<file path="src/rtl/pipe_ctrl_if.sv">
// Bundle of request/response signals between the pipeline stages and the
// stall/flush controller. The master side is the core (requesters), the
// slave side is pipe_ctrl.
interface pipe_ctrl_if #(
   parameter int CNT_W = 8
);
   logic             stallreq_id;
   logic             stallreq_ex;
   logic             flush_req;
   logic [31:0]      flush_pc_i;
   logic [5:0]       stall_o;
   logic             flush_o;
   logic [31:0]      new_pc_o;
   logic [CNT_W-1:0] stall_cnt_o;
   logic             timeout_o;

   modport master (
      output stallreq_id, stallreq_ex, flush_req, flush_pc_i,
      input  stall_o, flush_o, new_pc_o, stall_cnt_o, timeout_o
   );

   modport slave (
      input  stallreq_id, stallreq_ex, flush_req, flush_pc_i,
      output stall_o, flush_o, new_pc_o, stall_cnt_o, timeout_o
   );
endinterface

</file>
<file path="src/rtl/pipe_ctrl.sv">
// Pipeline stall/flush controller for the 5-stage core.
// Stalls are combinational (same-cycle freeze); flushes are registered and
// last one cycle per sampled flush request. A saturating counter measures
// consecutive stalled cycles and trips a sticky watchdog flag.
module pipe_ctrl #(
   parameter int CNT_W   = 8,
   parameter int TIMEOUT = 64
) (
   input  logic        clk,
   input  logic        rst,      // active-low, asynchronous
   pipe_ctrl_if.slave  bus
);

   typedef enum logic {
      RUN   = 1'b0,
      FLUSH = 1'b1
   } state_t;

   localparam logic [CNT_W-1:0] CNT_MAX = '1;
   localparam logic [CNT_W-1:0] TMO_M1  = CNT_W'(TIMEOUT - 1);

   state_t           r_state;
   state_t           w_state_next;
   logic [31:0]      r_new_pc;
   logic [CNT_W-1:0] r_stall_cnt;
   logic             r_timeout;
   logic [5:0]       w_stall;
   logic             w_stalled;

   // Stall vector: a flush (pending or in progress) overrides any stall;
   // EX stall freezes through EX, ID stall freezes through ID.
   always_comb begin
      w_stall = 6'b000000;
      if (!rst || (r_state == FLUSH) || bus.flush_req) begin
         w_stall = 6'b000000;
      end else if (bus.stallreq_ex) begin
         w_stall = 6'b001111;
      end else if (bus.stallreq_id) begin
         w_stall = 6'b000111;
      end
   end

   assign w_stalled = (w_stall != 6'b000000);

   // Next state: every sampled flush request buys exactly one FLUSH cycle.
   always_comb begin
      w_state_next = r_state;
      case (r_state)
         RUN:     w_state_next = bus.flush_req ? FLUSH : RUN;
         FLUSH:   w_state_next = bus.flush_req ? FLUSH : RUN;
         default: w_state_next = RUN;
      endcase
   end

   // State register; async reset drops an in-progress flush immediately.
   always_ff @(posedge clk or negedge rst) begin
      if (!rst) r_state <= RUN;
      else      r_state <= w_state_next;
   end

   // Redirect PC capture on every sampled flush request, held otherwise.
   always_ff @(posedge clk or negedge rst) begin
      if (!rst)               r_new_pc <= 32'h0000_0000;
      else if (bus.flush_req) r_new_pc <= bus.flush_pc_i;
   end

   // Consecutive-stall counter, cleared by any non-stalled cycle, saturating.
   always_ff @(posedge clk or negedge rst) begin
      if (!rst)                      r_stall_cnt <= '0;
      else if (!w_stalled)           r_stall_cnt <= '0;
      else if (r_stall_cnt != CNT_MAX) r_stall_cnt <= r_stall_cnt + 1'b1;
   end

   // Sticky watchdog: trips on the TIMEOUT-th consecutive stalled cycle.
   always_ff @(posedge clk or negedge rst) begin
      if (!rst)                                      r_timeout <= 1'b0;
      else if (w_stalled && (r_stall_cnt == TMO_M1)) r_timeout <= 1'b1;
   end

   assign bus.stall_o     = w_stall;
   assign bus.flush_o     = (r_state == FLUSH);
   assign bus.new_pc_o    = r_new_pc;
   assign bus.stall_cnt_o = r_stall_cnt;
   assign bus.timeout_o   = r_timeout;

endmodule
</file>
<file path="src/flat_wrapper.sv">
// flat-port wrapper written by rule: the top's interface ports become plain ports
module pipe_ctrl_flat 
#(
   parameter int CNT_W   = 8,
   parameter int TIMEOUT = 64
)
  (clk, rst, bus_stallreq_id, bus_stallreq_ex, bus_flush_req, bus_flush_pc_i, bus_stall_o, bus_flush_o, bus_new_pc_o, bus_stall_cnt_o, bus_timeout_o);
  pipe_ctrl_if #(.CNT_W(CNT_W)) bus_i ();
  input  logic clk;
  input  logic rst;
  input wire logic [$bits(bus_i.stallreq_id)-1:0] bus_stallreq_id;
  input wire logic [$bits(bus_i.stallreq_ex)-1:0] bus_stallreq_ex;
  input wire logic [$bits(bus_i.flush_req)-1:0] bus_flush_req;
  input wire logic [$bits(bus_i.flush_pc_i)-1:0] bus_flush_pc_i;
  output wire logic [$bits(bus_i.stall_o)-1:0] bus_stall_o;
  output wire logic [$bits(bus_i.flush_o)-1:0] bus_flush_o;
  output wire logic [$bits(bus_i.new_pc_o)-1:0] bus_new_pc_o;
  output wire logic [$bits(bus_i.stall_cnt_o)-1:0] bus_stall_cnt_o;
  output wire logic [$bits(bus_i.timeout_o)-1:0] bus_timeout_o;
  assign bus_i.stallreq_id = bus_stallreq_id;
  assign bus_i.stallreq_ex = bus_stallreq_ex;
  assign bus_i.flush_req = bus_flush_req;
  assign bus_i.flush_pc_i = bus_flush_pc_i;
  assign bus_stall_o = bus_i.stall_o;
  assign bus_flush_o = bus_i.flush_o;
  assign bus_new_pc_o = bus_i.new_pc_o;
  assign bus_stall_cnt_o = bus_i.stall_cnt_o;
  assign bus_timeout_o = bus_i.timeout_o;
  pipe_ctrl #(.CNT_W(CNT_W), .TIMEOUT(TIMEOUT)) u_core (.clk(clk), .rst(rst), .bus(bus_i));
endmodule
</file>
<file path="config.mk">
export PLATFORM = sky130hd
export DESIGN_NAME = pipe_ctrl_flat
export DESIGN_NICKNAME = d
export VERILOG_FILES = /design/src/rtl/pipe_ctrl_if.sv /design/src/rtl/pipe_ctrl.sv /design/src/flat_wrapper.sv
export SDC_FILE = /design/constraint.sdc
export NUM_CORES = 1
export LEC_CHECK = 0
export ABC_AREA = 1
export CAP_MARGIN = 25
export CORE_ASPECT_RATIO = 1.4
export CORE_MARGIN = 5
export CORE_UTILIZATION = 43
export CTS_CLUSTER_DIAMETER = 30
export DETAILED_ROUTE_END_ITERATION = 7
export PLACE_DENSITY = 0.93
export SYNTH_ARGS = -nofsm -noshare
export SYNTH_HDL_FRONTEND = slang
export SYNTH_SLANG_ARGS = --single-unit
</file>
<file path="constraint.sdc">
create_clock -name clk -period 2.9 [get_ports clk]
set_input_delay 0.58 -clock clk [delete_from_list [all_inputs] [get_ports clk]]
set_output_delay 0.58 -clock clk [all_outputs]
set_load 0.01 [all_outputs]
</file>
== Word-level counts from Yosys, hierarchy flattened ==
Cells that the tools add are included.

* Flip-flop bits (word level): 42
* Bits of input ports: 37
* Output and inout bits: 48

* Add/sub/neg operators: 1
* Eq/ne operators: 3
* Multiplexer cells: 6
* Reductions and logical operators: 5

{| class="wikitable"
|+ Operators by type and width
! kind !! count
|-
| 8-bit 2-to-1 mux || 2
|-
| 8-bit by 1-bit adder with 8-bit output, second input constant || 1
|-
| 8-bit by 6-bit == test with 1-bit output, second input constant || 1
|-
| 4-bit 2-to-1 mux || 2
|-
| 8-bit inequality test, second input constant || 1
|-
| 6-bit nonzero test || 1
|-
| 3-bit 2-to-1 mux || 1
|-
| 1-bit logical OR || 2
|-
| 2-bit inequality test, second input constant || 1
|-
| 1-bit logical AND || 1
|-
| 1-bit zero test || 1
|-
| 1-bit 2-to-1 mux || 1
|}

== Depth between registers and ports, before layout ==
Gate-level depths: netlist (run 1).

* Depth after elaboration: 6
* Depth in mapped cells: 7
* Gate-level depth less buffers: 7

== Worst setup path before layout (run 1) ==
Ideal clock, no wire load.

* Kind: input-to-output
* Start: input bus_flush_req
* End: output bus_stall_o[1]
* Arrival: 1.221 ns
* Data required time: 2.320 ns
* Slack: 1.099 ns
* Stages on the path: 6
* Cell sequence: buf_6 nor2_4 nand2_2 nor2_4 buf_6 buf_4

* Longest elaborated chain between the ends: 2

{| class="wikitable"
|+ RTL lines
! what !! line !! text
|-
| start: declaration || flat_wrapper.sv:13 || <nowiki>input wire logic [$bits(bus_i.flush_req)-1:0] bus_flush_req;</nowiki>
|-
| 1-bit logical OR || pipe_ctrl.sv:34 || <nowiki>if (!rst || (r_state == FLUSH) || bus.flush_req) begin</nowiki>
|-
| 4-bit 2-to-1 mux || pipe_ctrl.sv:34 ||
|-
| end: declaration || flat_wrapper.sv:15 || <nowiki>output wire logic [$bits(bus_i.stall_o)-1:0] bus_stall_o;</nowiki>
|}

Every way passes these cells.

== Worst setup path in the final report (run 1) ==
Same ends and word-level chain as after synthesis.

==> run summary, run 1 <==
Slowest stage delay, CP: 0.56 ns
Final worst slack: 0.376 ns
Power Internal: 1.16 mW
Cell count after synthesis: 143
Final hold vios: 0
Power Density: 538 nW/um2
# IOs: 85
Post-route cell area: 2740 um2
Post-cts sizing count: 0
FF-to-FF End: u_core.bus.stall_cnt_o[7]
Post-Syn Area: 1770 um2
N_diodes: 0
Syn_area_per_cell: 12.3 um2
Maxcap violations: 0
Worst hold-check path type: input pin to async pin
Final Skew: 0.00636 ns
Maximum clock path buffer count: 2
Die ar.: 5510 um2
Hold Slack: 0.382 ns
Core Area: 3950 um2
Period utilization: 87.0%
Largest net degree at the start of global routing: 43
Pleak: 1.18 nW
Final RePlAce weighted congestion: 0.841
Routed length per instance: 14.3 um
Setup CP Type: input pin to primary output
Seq pwr share: 44.5%
Post-DP Area: 2590 um2
Post-layout min period: 2.52 ns
Buf/Inv on CP: 2
Total setup buffers inserted after CTS: 0
Slew Limit Fails: 0
Critical path capture point type: primary output
WL final: 3860 um
Pre-CTS setup slack: 0.355 ns
Hold Buf Count CTS: 0
Clk sinks: 42
First-pass GRT wire length: 6510 um
Post-route ant nets: 0
Peak supply drop: 0.455 mV
# setup viols final: 0
Slew HR: 65.6%
Area grow syn2layout: 55.0%
Comb pwr share: 17.1%
Vias per cell: 4.92
Worst slew pin tran: 0.517 ns
Sw Pwr: 309 uW
Root Buffer: clkbuf_8
Layout cells sized above 1: 21.1%
RSZ-0062 raised after global routing: false
Cells on worst reg2reg path: 7
Initial antenna violation count: 0
Status: finished clean
Drt initial violations: 73
Clock Latency Late Sink: 0.29 ns
Nets: 265
Clock H-tree levels: 2
GRT Util Overall: 14.9%
# DRC: 0
Ys Warns: 0
Clock transition at path regs: 0.08 ns
Fmax: 0.396 GHz
Vias: 1,332
Die width: 64.2 um
# rows: 27
Flop and latch count out of synthesis: 42
Detailed placement HPWL: 2930 um
WP depth: 5
Cell family with most CP delay: buffers and inverters
WP data arrival: 1.94 ns
Clock Power Share: 38.4%
PortBufs: 82
Starting density of the core: 44.7%
R2R Path Start: u_core.bus.stall_cnt_o[0]
Setup TNS: 0 ns
R2R Setup Slk: 1.49 ns
Number of global-route vias before repair: 1,463
Crit path to: bus_stall_o[1]
Sequential fraction of the synthesis area: 59.5%
Num CTS Buffers: 5
Worst path cell trace: clkdlybuf4s50_1 -> nor2_4 -> nand2_2 -> nor2_4 -> clkdlybuf4s50_1
Switching Fraction: 21.0%
Element type at the critical path start: input pin
Remaining global-route overflow: 0
Die Ht: 85.8 um
Initial DRT Pass Iterations: 4
Max stage delay cell, worst path: clkdlybuf4s50_1
Maximum net fanout on the critical path: 4
CP startpoint: bus_flush_req
TritonCTS clock tree: yes
Synth cell types: 17
Req. time, crit path: 2.32 ns
[cell families after synthesis]
| group | Yosys count | synth area share (%) |
|---|---|---|
| AND/OR/NAND/NOR | 45 | 11.3 |
| flip-flops | 42 | 59.5 |
| multiplexers | 32 | 20.4 |
| buffers and inverters | 17 | 5.53 |
| AO/OA/AOI/OAI | 4 | 1.77 |
| adder cells (fa/ha/maj) | 1 | 0.709 |
| other | 1 | 0.212 |
| XOR/XNOR | 1 | 0.496 |
[metal layers]
layer  up-vias  wire length [um]  part of all wire (%)  track usage [%]
met2        55              1960                    51             25.4
met3         5               416                    11             6.55
met5         -                 0                     0                0
met4         0                50                   1.3             5.19
met1       639              1440                    37             16.3
li1        633                 -                     -                -
[cells in the final DEF, fill, tap and decap left out]
master,n
xnor2_1,1
nand3_1,11
nand2_2,1
a21boi_0,1
nor2_1,9
inv_1,8
conb_1,2
dfrtp_1,42
buf_2,1
buf_4,3
o21bai_1,2
clkdlybuf4s50_1,81
o21ai_2,1
ha_1,1
clkbuf_8,6
nand2_1,22
nor2_4,2
bufinv_16,2
mux2_2,32
[area by class of cell]
| type | instances | area (um2) |
|---|---|---|
| fill | 297 | 1220 |
| sequential | 42 | 1050 |
| timing repair buffer | 85 | 838 |
| multi-input combinational | 85 | 621 |
| clock buffer | 6 | 82.6 |
| clock inverter | 2 | 60.1 |
| tap | 43 | 53.8 |
| inverter | 8 | 30.0 |
[cells in the mapped netlist]
cell / instances / area share [%]
dfrtp_1: 42 / 60
mux2_2: 32 / 20
nand2_1: 22 / 4.7
nand3_1: 11 / 3.1
nor2_1: 9 / 1.9
inv_1: 8 / 1.7
buf_4: 4 / 1.7
buf_2: 3 / 0.85
buf_6: 2 / 1.3
nor2_4: 2 / 1.3
o21bai_1: 2 / 0.85
a21boi_0: 1 / 0.43
conb_1: 1 / 0.21
ha_1: 1 / 0.71
nand2_2: 1 / 0.35
o21ai_2: 1 / 0.50
xnor2_1: 1 / 0.50
[registers in the layout, indices dropped and copies added (netlist names)]
register	count
u_core.bus.timeout_o	1
u_core.bus.stall_cnt_o	8
u_core.bus.new_pc_o	32
u_core.bus.flush_o	1
[worst min path at each step]
stage | cells past startpoint | from | slack [ns] | to
3_5_place_dp | 1 | u_core.bus.timeout_o | 0.46 | u_core.bus.timeout_o
6_report | 2 | rst | 0.38 | u_core.bus.stall_cnt_o[6]
2_1_floorplan | 0 | rst | 0.28 | u_core.bus.flush_o
5_1_grt | 2 | rst | 0.43 | u_core.bus.new_pc_o[11]
3_3_place_gp | 1 | u_core.bus.timeout_o | 0.46 | u_core.bus.timeout_o
4_1_cts | 2 | rst | 0.41 | u_core.bus.new_pc_o[26]
[power by group through the flow]
stage	registers (mW)	logic, mW	clock network [mW]
floorplan	0.688	0.0679	0
global placement	0.663	0.252	0
detailed placement	0.666	0.256	0
CTS	0.655	0.257	0.576
global route	0.661	0.270	0.606
finish	0.654	0.252	0.564
[metrics by stage]
stage	power (mW)	util [%]	instances
after floorplan	0.756	-	144
after global placement	0.915	65.6	263
after detailed placement	0.922	65.6	263
after CTS	1.49	69.2	271
after global routing	1.54	69.2	271
final	1.47	69.2	271
No activity file was read; power rests on OpenSTA's default activity.
==> inputs of run 2 (changes only) <==
CORE_MARGIN = default   (was 5)
CTS_CLUSTER_DIAMETER = default   (was 30)
==> run summary, run 2 (synthesis results as in run 1) <==
Status: finished clean (unchanged)
Vias per cell: 4.94 (was 4.92)
Remaining global-route overflow: 0 (unchanged)
Post-layout min period: 2.56 ns (was 2.52 ns)
Slew Limit Fails: 0 (unchanged)
WL final: 3820 um (was 3860 um)
Cell family with most CP delay: buffers and inverters (unchanged)
Post-route ant nets: 0 (unchanged)
Starting density of the core: 45.1% (was 44.7%)
Worst path cell trace: clkdlybuf4s50_1 -> nor2_4 -> nand2_2 -> nor2_4 -> clkdlybuf4s50_1 (unchanged)
Final hold vios: 0 (unchanged)
Initial antenna violation count: 0 (unchanged)
Fmax: 0.390 GHz (was 0.396 GHz)
Power, Total: 1.36 mW (was 1.47 mW)
Initial DRT Pass Iterations: 4 (unchanged)
Die Ht: 77.8 um (was 85.8 um)
Setup CP Type: input pin to primary output (unchanged)
Post-cts sizing count: 0 (unchanged)
Core Area: 3920 um2 (was 3950 um2)
Hold Slack: 0.395 ns (was 0.382 ns)
Clock transition at path regs: 0.08 ns (about the same)
RSZ-0062 raised after global routing: false (unchanged)
Critical path capture point type: primary output (unchanged)
First-pass GRT wire length: 6110 um (was 6510 um)
Clk sinks: 42 (unchanged)
TritonCTS clock tree: yes (unchanged)
GRT Util Overall: 18.3% (was 14.9%)
# IOs: 85 (unchanged)
Area grow syn2layout: 53.1% (was 55.0%)
PortBufs: 82 (unchanged)
Worst slew pin tran: 0.522 ns (was 0.517 ns)
Req. time, crit path: 2.32 ns (about the same)
# DRC: 0 (unchanged)
N_diodes: 0 (unchanged)
Max reg flops: 32 (unchanged)
Largest net degree at the start of global routing: 43 (unchanged)
Detailed placement HPWL: 2830 um (was 2930 um)
Period utilization: 88.3% (was 87.0%)
Maximum clock path buffer count: 2 (unchanged)
Final RePlAce weighted congestion: 0.796 (was 0.841)
Hold Buf Count CTS: 0 (unchanged)
# setup viols final: 0 (unchanged)
Slew HR: 65.2% (was 65.6%)
Number of global-route vias before repair: 1,359 (was 1,463)
Num CTS Buffers: 5 (unchanged)
Power Density: 502 nW/um2 (was 538 nW/um2)
Die ar.: 4370 um2 (was 5510 um2)
Maxcap violations: 0 (unchanged)
Element type at the critical path start: input pin (unchanged)
Peak supply drop: 0.386 mV (was 0.455 mV)
Pleak: 1.17 nW (was 1.18 nW)
Max stage delay cell, worst path: clkdlybuf4s50_1 (unchanged)
Most common cell after layout, fill and taps aside: clkdlybuf4s50_1 (unchanged)
Worst hold-check path type: input pin to async pin (unchanged)
Routed length per instance: 14.1 um (was 14.3 um)
Final cell count without fillers: 271 (unchanged)
Vias: 1,339 (was 1,332)
Buf/Inv on CP: 2 (unchanged)
Final Skew: 0.00676 ns (was 0.00636 ns)
Clock Latency Late Sink: 0.29 ns (about the same)
Setup TNS: 0 ns (unchanged)
Root Buffer: clkbuf_8 (unchanged)
# rows: 27 (unchanged)
Layout cells sized above 1: 21.1% (unchanged)
Total setup buffers inserted after CTS: 0 (unchanged)
Slowest stage delay, CP: 0.57 ns (was 0.56 ns)
WP data arrival: 1.98 ns (was 1.94 ns)
Die width: 56.2 um (was 64.2 um)
Clock H-tree levels: 2 (unchanged)
Drt initial violations: 25 (was 73)
Maximum net fanout on the critical path: 8 (was 4)
Nets: 265 (unchanged)
Post-Route Utilization: 69.0% (was 69.2%)
Most frequent cells in the layout: clkdlybuf4s50_1, dfrtp_1, mux2_2, nand2_1, nand3_1 (unchanged)
Dpl cells: 263 (unchanged)
## run 2: per-layer routing
layer | GRT usage, % | vias to the layer above | part of all wire, %
li1 | - | 633 | -
met1 | 20.0 | 651 | 38
met2 | 32.3 | 51 | 55
met3 | 6.00 | 4 | 5.7
met4 | 7.56 | 0 | 1.2
met5 | 0 | - | 0
## run 2: final timing paths
check / from / endpoint / slack (ns) / cells past startpoint
worst max-delay path: bus_flush_req / bus_stall_o[0] / 0.34 / 5
worst min-delay path: rst / u_core.bus.new_pc_o[19] / 0.40 / 2
worst max register to register: u_core.bus.stall_cnt_o[0] / u_core.bus.stall_cnt_o[4] / 1.50 / 7
worst min register to register: u_core.bus.timeout_o / u_core.bus.timeout_o / 0.48 / 1
max in group asynchronous: rst / u_core.bus.stall_cnt_o[2] / 2.14 / 2
min in group clk: u_core.bus.timeout_o / u_core.bus.timeout_o / 0.48 / 1
## run 2: worst register-to-register path, delay by kind of cell (launching register included)
| kind | cells | cell delay [ns] |
|---|---|---|
| AND/OR/NAND/NOR | 4 | 0.44 |
| flip-flops | 1 | 0.45 |
| buffers and inverters | 2 | 0.15 |
| adder cells (fa/ha/maj) | 1 | 0.25 |
## run 2: cell type report
cell class	instances	area, um2
multi-input combinational	85	621
timing repair buffer	85	838
clock buffer	5	68.8
sequential	42	1050
clock inverter	3	40.0
inverter	8	30.0
fill	310	1220
tap	43	53.8
## run 2: metrics by stage
step	worst slack, ns	area [um2]
5_1_grt	0.289	2700
4_1_cts	0.322	2700
3_3_place_gp	0.330	2590
6_report	0.339	2700
2_1_floorplan	1.10	1770
3_5_place_dp	0.322	2590
## run 2: power by group
| group | switching [mW] | leakage (nW) | total [mW] | internal (mW) |
|---|---|---|---|---|
| registers | 0.0241 | 0.511 | 0.655 | 0.631 |
| logic | 0.0870 | 0.598 | 0.251 | 0.164 |
| clock network | 0.197 | 0.0579 | 0.450 | 0.253 |
==> inputs of run 3 (changes only) <==
SKIP_LAST_GASP = 1   (was default)
==> results of run 3 <==
Final layout, timing and power as in run 2 (identical DEF).
